`src/rtl/fp_seq_pkg.sv`:
```
// Shared types and constants for the single-precision mul/div sequencer.
// Flag vector order is {invalid, divzero, overflow, underflow, inexact}.
package fp_seq_pkg;

  typedef enum logic [2:0] {
    S_IDLE,
    S_CLASSIFY,
    S_EXEC,
    S_NORM,
    S_ROUND,
    S_DONE
  } state_t;

  localparam logic OP_MUL = 1'b0;
  localparam logic OP_DIV = 1'b1;

  localparam int          BIAS    = 127;
  localparam logic [31:0] QNAN    = 32'h7FC0_0000;
  localparam logic [7:0]  EXP_INF = 8'hFF;

  localparam int FLG_INVALID   = 4;
  localparam int FLG_DIVZERO   = 3;
  localparam int FLG_OVERFLOW  = 2;
  localparam int FLG_UNDERFLOW = 1;
  localparam int FLG_INEXACT   = 0;

  // Mantissa with hidden bit; denormals flush to zero.
  function automatic logic [23:0] mant_of(logic [31:0] x);
    return (x[30:23] == 8'd0) ? 24'd0 : {1'b1, x[22:0]};
  endfunction

endpackage

```
`src/rtl/fp_muldiv_sequencer_classify.sv`:
```
// Operand classifier: zero (denormals count as zero), inf, NaN, sNaN.
// Purely combinational, one instance per operand.
module fp_classify
  import fp_seq_pkg::*;
(
  input  logic [31:0] x,
  output logic        is_zero,
  output logic        is_inf,
  output logic        is_nan,
  output logic        is_snan
);

  logic [7:0]  e;
  logic [22:0] f;

  assign e = x[30:23];
  assign f = x[22:0];

  assign is_zero = (e == 8'd0);
  assign is_inf  = (e == EXP_INF) && (f == 23'd0);
  assign is_nan  = (e == EXP_INF) && (f != 23'd0);
  assign is_snan = is_nan && !f[22];

endmodule

```
`src/rtl/fp_muldiv_sequencer.sv`:
```
// Single-issue sequencer for the shared fp32 mul/div mantissa datapath.
// Optional FP_SPECIAL_BYPASS_EN: resolve special operands in CLASSIFY.
module fp_muldiv_sequencer
  import fp_seq_pkg::*;
#(
  parameter int MUL_LAT = 2
) (
  input  logic        clk,
  input  logic        rst_n,
  input  logic        in_valid,
  output logic        in_ready,
  input  logic        in_op,
  input  logic [31:0] in_a,
  input  logic [31:0] in_b,
  output logic        out_valid,
  input  logic        out_ready,
  output logic [31:0] out_result,
  output logic [4:0]  out_flags,
  output logic        mul_start,
  output logic [23:0] mul_a,
  output logic [23:0] mul_b,
  input  logic [47:0] mul_result,
  output logic        div_start,
  output logic [23:0] div_a,
  output logic [23:0] div_b,
  input  logic        div_done,
  input  logic [26:0] div_quotient,
  output logic        norm_is_div,
  output logic [7:0]  norm_exp_in,
  input  logic [26:0] norm_mant,
  input  logic [7:0]  norm_exp,
  input  logic        norm_uf,
  input  logic        norm_of
);

`ifdef FP_SPECIAL_BYPASS_EN
  localparam logic BYPASS = 1'b1;
`else
  localparam logic BYPASS = 1'b0;
`endif

  localparam int CW = $clog2(MUL_LAT) + 1;
  localparam logic [CW-1:0] CNT_LAST = CW'(MUL_LAT - 1);
  localparam logic signed [9:0] BIAS10 = 10'(BIAS);

  state_t state_q, state_d;

  logic          op_q;
  logic [31:0]   a_q, b_q;
  logic          sign_q;
  logic [7:0]    exp_q;
  logic [CW-1:0] cnt_q;
  logic          spec_q;
  logic [31:0]   spec_res_q;
  logic [4:0]    spec_flg_q;
  logic [26:0]   nm_q;
  logic [7:0]    ne_q;
  logic          nuf_q, nof_q;
  logic [31:0]   res_q;
  logic [4:0]    flg_q;

  // The normalizer consumes the raw mantissa result directly.
  logic unused_raw;
  assign unused_raw = ^{mul_result, div_quotient, norm_exp[0]};

  logic za, ia, na, sna;
  logic zb, ib, nb, snb;

  fp_classify u_cls_a (
    .x       (a_q),
    .is_zero (za),
    .is_inf  (ia),
    .is_nan  (na),
    .is_snan (sna)
  );

  fp_classify u_cls_b (
    .x       (b_q),
    .is_zero (zb),
    .is_inf  (ib),
    .is_nan  (nb),
    .is_snan (snb)
  );

  logic sgn;
  assign sgn = a_q[31] ^ b_q[31];

  logic signed [9:0] ei;
  logic signed [9:0] ea, eb;
  logic              exp_uf, exp_of;

  assign ea = $signed({2'b00, a_q[30:23]});
  assign eb = $signed({2'b00, b_q[30:23]});
  assign ei = (op_q == OP_DIV) ? (ea - eb + BIAS10)
                               : (ea + eb - BIAS10);
  assign exp_uf = (ei < 10'sd1);
  assign exp_of = (ei > 10'sd254);

  logic [31:0] inf_w, zero_w;
  assign inf_w  = {sgn, EXP_INF, 23'd0};
  assign zero_w = {sgn, 31'd0};

  logic        sp_hit;
  logic [31:0] sp_res;
  logic [4:0]  sp_flg;

  // Special-operand result; NaN inputs take priority over everything.
  always_comb begin
    sp_hit = na | nb | za | zb | ia | ib;
    sp_res = zero_w;
    sp_flg = '0;
    if (na || nb) begin
      sp_res = QNAN;
      sp_flg[FLG_INVALID] = sna | snb;
    end else if (op_q == OP_MUL) begin
      if ((za && ib) || (ia && zb)) begin
        sp_res = QNAN;
        sp_flg[FLG_INVALID] = 1'b1;
      end else if (ia || ib) begin
        sp_res = inf_w;
      end
    end else begin
      if ((za && zb) || (ia && ib)) begin
        sp_res = QNAN;
        sp_flg[FLG_INVALID] = 1'b1;
      end else if (zb && !ia) begin
        sp_res = inf_w;
        sp_flg[FLG_DIVZERO] = 1'b1;
      end else if (ia) begin
        sp_res = inf_w;
      end
    end
  end

  logic        cls_exit;
  logic [31:0] cls_res;
  logic [4:0]  cls_flg;

  assign cls_exit = sp_hit ? BYPASS : (exp_uf | exp_of);

  // Result for the CLASSIFY early exit.
  always_comb begin
    cls_res = zero_w;
    cls_flg = '0;
    if (sp_hit) begin
      cls_res = sp_res;
      cls_flg = sp_flg;
    end else if (exp_of) begin
      cls_res = inf_w;
      cls_flg[FLG_OVERFLOW] = 1'b1;
      cls_flg[FLG_INEXACT]  = 1'b1;
    end else begin
      cls_flg[FLG_UNDERFLOW] = 1'b1;
      cls_flg[FLG_INEXACT]   = 1'b1;
    end
  end

  logic [23:0] rm;
  logic        rup;
  logic [24:0] rsum;
  logic [23:0] rmant;
  logic [8:0]  rexp;

  assign rm    = nm_q[26:3];
  assign rup   = nm_q[2] & (nm_q[1] | nm_q[0] | rm[0]);
  assign rsum  = {1'b0, rm} + 25'(rup);
  assign rmant = rsum[24] ? rsum[24:1] : rsum[23:0];
  assign rexp  = {1'b0, ne_q} + 9'(rsum[24]);

  logic [31:0] rnd_res;
  logic [4:0]  rnd_flg;

  // Round to nearest even, then clamp or substitute the special result.
  always_comb begin
    rnd_res = {sign_q, rexp[7:0], rmant[22:0]};
    rnd_flg = '0;
    rnd_flg[FLG_INEXACT] = |nm_q[2:0];
    if (nof_q || (rexp >= 9'd255)) begin
      rnd_res = {sign_q, EXP_INF, 23'd0};
      rnd_flg[FLG_OVERFLOW] = 1'b1;
      rnd_flg[FLG_INEXACT]  = 1'b1;
    end else if (nuf_q || (rexp == 9'd0)) begin
      rnd_res = {sign_q, 31'd0};
      rnd_flg[FLG_UNDERFLOW] = 1'b1;
      rnd_flg[FLG_INEXACT]   = 1'b1;
    end
    if (spec_q) begin
      rnd_res = spec_res_q;
      rnd_flg = spec_flg_q;
    end
  end

  // State register.
  always_ff @(posedge clk) begin
    if (!rst_n) state_q <= S_IDLE;
    else        state_q <= state_d;
  end

  // Next state and handshake/start outputs.
  always_comb begin
    state_d   = state_q;
    in_ready  = 1'b0;
    out_valid = 1'b0;
    mul_start = 1'b0;
    div_start = 1'b0;
    unique case (state_q)
      S_IDLE: begin
        in_ready = 1'b1;
        if (in_valid) state_d = S_CLASSIFY;
      end
      S_CLASSIFY: begin
        state_d = cls_exit ? S_DONE : S_EXEC;
      end
      S_EXEC: begin
        if (op_q == OP_MUL) begin
          mul_start = (cnt_q == '0);
          if (cnt_q == CNT_LAST) state_d = S_NORM;
        end else begin
          div_start = (cnt_q == '0);
          if (div_done) state_d = S_NORM;
        end
      end
      S_NORM:  state_d = S_ROUND;
      S_ROUND: state_d = S_DONE;
      S_DONE: begin
        out_valid = 1'b1;
        if (out_ready) state_d = S_IDLE;
      end
      default: state_d = S_IDLE;
    endcase
  end

  // Operand, estimate, normalizer capture and result registers.
  always_ff @(posedge clk) begin
    if (!rst_n) begin
      op_q       <= OP_MUL;
      a_q        <= '0;
      b_q        <= '0;
      sign_q     <= 1'b0;
      exp_q      <= '0;
      cnt_q      <= '0;
      spec_q     <= 1'b0;
      spec_res_q <= '0;
      spec_flg_q <= '0;
      nm_q       <= '0;
      ne_q       <= '0;
      nuf_q      <= 1'b0;
      nof_q      <= 1'b0;
      res_q      <= '0;
      flg_q      <= '0;
    end else begin
      case (state_q)
        S_IDLE: begin
          if (in_valid) begin
            op_q <= in_op;
            a_q  <= in_a;
            b_q  <= in_b;
          end
        end
        S_CLASSIFY: begin
          sign_q     <= sgn;
          exp_q      <= ei[7:0];
          cnt_q      <= '0;
          spec_q     <= sp_hit;
          spec_res_q <= sp_res;
          spec_flg_q <= sp_flg;
          if (cls_exit) begin
            res_q <= cls_res;
            flg_q <= cls_flg;
          end
        end
        S_EXEC: begin
          if (cnt_q != '1) cnt_q <= cnt_q + 1'b1;
        end
        S_NORM: begin
          nm_q  <= norm_mant;
          ne_q  <= norm_exp;
          nuf_q <= norm_uf;
          nof_q <= norm_of;
        end
        S_ROUND: begin
          res_q <= rnd_res;
          flg_q <= rnd_flg;
        end
        default: ;
      endcase
    end
  end

  assign out_result  = res_q;
  assign out_flags   = flg_q;
  assign mul_a       = mant_of(a_q);
  assign mul_b       = mant_of(b_q);
  assign div_a       = mant_of(a_q);
  assign div_b       = mant_of(b_q);
  assign norm_is_div = op_q;
  assign norm_exp_in = exp_q;

endmodule

```
`config.mk`:
```
export PLATFORM = sky130hd
export DESIGN_NAME = fp_muldiv_sequencer
export DESIGN_NICKNAME = d
export VERILOG_FILES = /design/src/rtl/fp_seq_pkg.sv /design/src/rtl/fp_muldiv_sequencer_classify.sv /design/src/rtl/fp_muldiv_sequencer.sv
export SDC_FILE = /design/constraint.sdc
export NUM_CORES = 1
export LEC_CHECK = 0
export ABC_AREA = 1
export CAP_MARGIN = 10
export CORE_AREA = 2 2 150 138
export CTS_BUF_LIST = sky130_fd_sc_hd__clkbuf_8
export CTS_CLUSTER_SIZE = 40
export DETAILED_ROUTE_END_ITERATION = 16
export DIE_AREA = 0 0 152 140
export GPL_TIMING_DRIVEN = 0
export PLACE_DENSITY = 0.83
export RECOVER_POWER = 100
export REMOVE_ABC_BUFFERS = 1
export SKIP_LAST_GASP = 1
export SLEW_MARGIN = 20
export SYNTH_ARGS = -nofsm -noshare
export SYNTH_HDL_FRONTEND = slang
export SYNTH_SLANG_ARGS = --single-unit
```
`constraint.sdc`:
```
create_clock -name clk -period 4.4 [get_ports clk]
set_clock_uncertainty 0.2 [all_clocks]
set_input_delay 1.1 -clock clk [delete_from_list [all_inputs] [get_ports clk]]
set_output_delay 1.1 -clock clk [all_outputs]
set_load 0.005 [all_outputs]
```
Yosys cells after proc, flatten, opt, wreduce, memory -nomap -nowiden
Cells that the tools add are included.

Output and inout bits: 146. Bits in registers: 188. Bits of input ports: 182. Word-level logic and storage cells: 141.

$add $sub $neg: 7. Magnitude comparators: 3. Equal/unequal tests: 15. Reductions and logical operators: 36. Bitwise logic cells: 11. Muxes and demuxes: 53.

Operators with widths (count): 32-bit 2-to-1 mux (7); 31-bit 2-to-1 mux (6); 32-bit case mux with 2 select lines (1); 24-bit 2-to-1 mux (2); 23-bit zero test (2); 23-bit nonzero test (2); 24-bit by 1-bit adder with 25-bit output (1); 23-bit 2-to-1 mux (1); 3-bit 2-to-1 mux (7); 1-bit 2-to-1 mux (20); 3-bit case mux with 6 select lines (1); 8-bit == test (second input constant) (2); 8-bit zero test (2); 1-bit logical AND (11); 9-bit by 8-bit adder with 10-bit output (second input constant) (1); 10-bit by 9-bit greater-than comparator with 1-bit output (second input constant) (1); 10-bit by 2-bit < comparator with 1-bit output (second input constant) (1); 10-bit 2-to-1 mux (1); 5-bit 2-to-1 mux (2); 2-bit != test (second input constant) (5); 5-bit case mux with 2 select lines (1); 9-bit by 7-bit subtractor with 10-bit output (second input constant) (1); 8-bit by 1-bit adder with 9-bit output (1); 8-bit by 8-bit adder with 9-bit output (1); 22 further kinds (45).

Logic depth before layout (Yosys ltp)
Word-level depth: 11. Gate-level depth with buffers: 30. Mapped depth without buffers: 30.

Hierarchy
Synthesis repeated with hierarchy kept, for this count alone.

Cells, all modules: 1338. Area total of the unflattened synthesis: 9021.2 um^2.

By module, submodules not included: fp_muldiv_sequencer (times used 1, cells each 1270, seq. area each 3183.1 um^2, area an instance 8730.9 um^2); fp_classify (times used 2, cells each 34, seq. area each 0.0 um^2, area an instance 145.1 um^2).

Least setup slack after synthesis
OpenSTA, ideal clock, no wires.

Kind: reg2reg. Start: register nm_q[2]. End: register res_q[14] (netlist: out_result[14]). Setup slack: 0.520 ns. Path buffers: 1. Stages on the path, launching flop included: 30. Arrival: 3.607 ns. Setup time: 0.073 ns. Required time: 4.127 ns. Clock period less this slack: 3.880 ns. Path through: dfxtp_1 -> nand2_1 -> inv_1 -> ha_1 -> nand3_1 -> nor2_1 -> nand2_1 -> nor2_2 -> nand3_1 -> nor2_1 -> nand2_1 -> nor2_2 -> nand4_1 -> nor2_2 -> ha_1 -> ha_1 -> nand2_1 -> nor2_1 -> nand3_1 -> xor2_1 -> inv_1 -> nand4_1 -> nand3_1 -> inv_1 -> clkbuf_1 -> nand2_1 -> nor2_1 -> nand3_1 -> a21boi_0 -> a21oi_1.

Longest elaborated chain between the ends: 9. Elaborated cells between the ends (all ways): 12. Those cells by class: add/sub: 2; order compare: 1; mux: 5; bitwise: 1; reduce/logical: 3.

Ends and longest elaborated chain: start: declaration (RTL line fp_muldiv_sequencer.sv:56) `logic [26:0] nm_q;`; start signal: assignment (RTL line fp_muldiv_sequencer.sv:276) `nm_q <= norm_mant;`; 1-bit bitwise AND * (RTL line fp_muldiv_sequencer.sv:165) `assign rup = nm_q[2] & (nm_q[1] | nm_q[0] | rm[0]);`; 24-bit by 1-bit adder with 25-bit output * (RTL line fp_muldiv_sequencer.sv:166) `assign rsum = {1'b0, rm} + 25'(rup);`; branches (longest 4 deep; another with 8-bit by 1-bit adder with 9-bit output); 31-bit 2-to-1 mux * (RTL line fp_muldiv_sequencer.sv:178) `if (nof_q || (rexp >= 9'd255)) begin`; 32-bit 2-to-1 mux * (RTL line fp_muldiv_sequencer.sv:187) `if (spec_q) begin`; 32-bit case mux with 2 select lines * (RTL line fp_muldiv_sequencer.sv:252) `case (state_q)`; end signal: assignment (RTL line fp_muldiv_sequencer.sv:268) `res_q <= cls_res;`; end signal: assignment (RTL line fp_muldiv_sequencer.sv:282) `res_q <= rnd_res;`; end: declaration (RTL line fp_muldiv_sequencer.sv:59) `logic [31:0] res_q;`.

Every way passes the cells marked *. A chain may end at the register's enable or synchronous reset.

Final worst setup path
Start: register a_q[24]. End: output div_a[22].

Longest elaborated chain between the ends: 2.

Ends and longest elaborated chain: start: declaration (RTL line fp_muldiv_sequencer.sv:49) `logic [31:0] a_q, b_q;`; start signal: assignment (RTL line fp_muldiv_sequencer.sv:256) `a_q <= in_a;`; 8-bit zero test (RTL line fp_seq_pkg.sv:29) `return (x[30:23] == 8'd0) ? 24'd0 : {1'b1, x[22:0]};`; 24-bit 2-to-1 mux (RTL line fp_seq_pkg.sv:29); end: declaration (RTL line fp_muldiv_sequencer.sv:24) `output logic [23:0] div_a,`.

No other way between the ends.

==> impl_metrics.json <==
{
  "layout_commonest_cell": "nand2_1",
  "cts.clk_slew.worst_paths_ns": 0.10,
  "hp-class": "reg -> reg",
  "maxSlewViolCount": 48,
  "p_per_area_nw_per_um2": 641,
  "grt_use_met3_pct": 5.35,
  "worstSetupStartpointType": "flip-flop",
  "route.detailed.drc": 0,
  "layout-drive-gt1-share_pct": 8.51,
  "cts_sinks": 159,
  "start_util_pct": 46.4,
  "track_usage_pct": 24.2,
  "r2r_slack_ns": 0.21,
  "ys.warnings.count": 0,
  "final.period_utilization_pct": 96.0,
  "crit_required_ns": 3.10,
  "synth_cells": 1323,
  "vias_per_cell": 5.25,
  "final_nets": 1717,
  "place_hpwl_microns": 19800,
  "violations": "max-capacitance violations, max-slew violations",
  "min_period_ns": 4.22,
  "grt_start_max_net_pins": 88,
  "syn-mean-instance-area_sq_um": 6.91,
  "cts_buffers": 17,
  "hold_depth": 2,
  "startpoint": "a_q[24]$_SDFFE_PN0P_",
  "setup_ws_ns": 0.178,
  "met2_usage_pct": 40.2,
  "stdcell_count": 1771,
  "finalSetupViolCount": 0,
  "relSlewSlack_pct": -26.5,
  "dr.pass1.iters": 5,
  "dp_cells": 1727,
  "setup_tns_ns": 0,
  "grt_overflow_total": 0,
  "fmax_mhz": 237,
  "gr-max-usage-layer": "met2",
  "drt_iter0_drc": 683,
  "insertion_delay_ns": 0.45,
  "antenna_cells": 0,
  "synth_cell_types": 40,
  "rows": 49,
  "die_w_microns": 152,
  "fillers": 1720,
  "routedWlPerCell_microns": 15.1,
  "pre_cts_ws_ns": -0.548,
  "whs_endpoint": "out_result[3]$_SDFFE_PN0P_",
  "grt_pass1_vias": 8662,
  "p_leak_nw": 5.21,
  "endpoint_kind": "primary output",
  "finalPower_mw": 7.76,
  "ys_seq_area_share_pct": 34.8,
  "clockBufferDepth": 2,
  "min_from": "out_result[3]$_SDFFE_PN0P_",
  "ir_worst_vdd_mv": 0.402,
  "place.gp.congestion": 0.891,
  "portBuffers": 252,
  "critPathArrivalTime_ns": 2.92,
  "dieHeight_microns": 140,
  "syn_to_final_growth_pct": 32.5,
  "outcome": "finished, violations left",
  "drtAntennaViolNets": 0,
  "grt_first_pass_wirelength_microns": 42900,
  "path_max_fanout": 25,
  "cts_max_level": 4,
  "reg2reg_depth": 28,
  "die_area_sq_um": 21300,
  "io-pin-count": 328,
  "hold_viol_final": 0,
  "cts_tree": "built",
  "tightest_slew_ns": 1.90,
  "reg2reg_to": "out_result[0]$_SDFFE_PN0P_",
  "cts-root-buf": "clkbuf_8",
  "crit-reg2reg-launch": "nm_q[2]$_SDFFE_PN0N_",
  "drt-total-wl_microns": 26700,
  "crit_type": "reg -> out",
  "gr-usage-met1_pct": 31.9,
  "syn-cell-area_sq_um": 9140,
  "coreArea_sq_um": 19700,
  "layout_common_cells": "nand2_1 (174), clkdlybuf4s50_1 (172), inv_1 (163)",
  "synth_seq_cells": 159,
  "drv_cap": 1,
  "num_vias": 9293,
  "antenna_found_initial": 0,
  "holdWs_ns": 0.273
}
-- cells in the mapped netlist (all sizes together) --
cell / count / area [sq um]
nand2: 187 / 724
inv: 172 / 646
dfxtp: 159 / 3180
nor2: 157 / 622
a21oi: 144 / 777
o21ai: 133 / 666
nand3: 107 / 628
buf: 65 / 473
clkbuf: 41 / 154
ha: 30 / 375
nand4: 30 / 188
nor3: 22 / 110
xor2: 20 / 175
nand3b: 16 / 120
nor4: 12 / 75.1
o211ai: 5 / 37.5
or2: 4 / 25.0
xnor2: 4 / 35.0
a31oi: 3 / 18.8
clkinv: 3 / 11.3
o21bai: 3 / 22.5
a21boi: 2 / 15.0
fa: 2 / 40.0
a211oi: 1 / 7.51
a22oi: 1 / 7.51
-- worst max path at each step --
stage	to	cells past startpoint
finish	div_a[22]	5
global route	out_result[8]$_SDFFE_PN0P_	30
CTS	out_result[14]$_SDFFE_PN0P_	27
detailed placement	out_result[8]$_SDFFE_PN0P_	29
global placement	spec_q$_SDFFE_PN0P_	3
floorplan	out_result[8]$_SDFFE_PN0P_	29
-- final cells by class --
cell class / count / area (sq um) / share of cell area, %
Clock buffer: 18 / 248 / 2.05
Clock inverter: 14 / 203 / 1.67
Inverter: 175 / 659 / 5.45
Multi-Input combinational cell: 883 / 4800 / 39.6
Sequential cell: 159 / 3190 / 26.3
Tap cell: 255 / 319 / 2.64
Timing Repair Buffer: 267 / 2690 / 22.2
-- cell families after synthesis --
group	count (synthesis)	synth area share (%)
AOI/OAI and AO/OA	292	17.0
DFF	159	34.8
adders and majority gates	32	4.55
xor gates and xnor gates	24	2.30
buffers and inverters	281	14.1
and+or+nand+nor	535	27.3
-- where the power goes --
group          switching (mW)  internal (mW)
Combinational            2.64           1.82
Sequential              0.258           1.83
Clock                   0.615          0.601
-- flip-flops by register name, summed over array words and instances, names as in the netlist --
register	flops
a_q	32
b_q	32
out_result	32
nm_q	27
ne_q	8
norm_exp_in	8
out_flags	5
spec_res_q	3
state_q	3
cnt_q	2
spec_flg_q	2
nof_q	1
norm_is_div	1
nuf_q	1
sign_q	1
spec_q	1
-- metal layers --
metal  up-vias  part of all wire, %
met2       299                   47
li1       4654                    -
met1      4297                   45
met3        43                  6.1
met4         0                  2.0
met5         -                    0
-- critical path, stage by stage, from the launching register on --
cell and delay, ns:
dfxtp_1 0.39, nor4_1 0.45, nand2_1 0.22, inv_1 0.64
nor2_1 0.15, dlygate4sd3_1 0.63
-- per-stage QoR --
step,utilization [%],cell area (sq um)
global route,61.5,12100
detailed placement,58.1,11400
CTS,60.8,12000
global placement,57.7,11400
finish,61.5,12100
floorplan,-,8510
-- timing repair --
action                                 in CTS  in global routing
cloned                                      0                  0
pin swaps                                   3                 15
setup buffers                               5                  7
setup endpoints to repair                  26                 33
endpoints found under the hold margin       0                  0
hold buffers                                0                  0
gates resized for setup                    10                 30
Note: power is estimated with default switching activity, not from simulation.
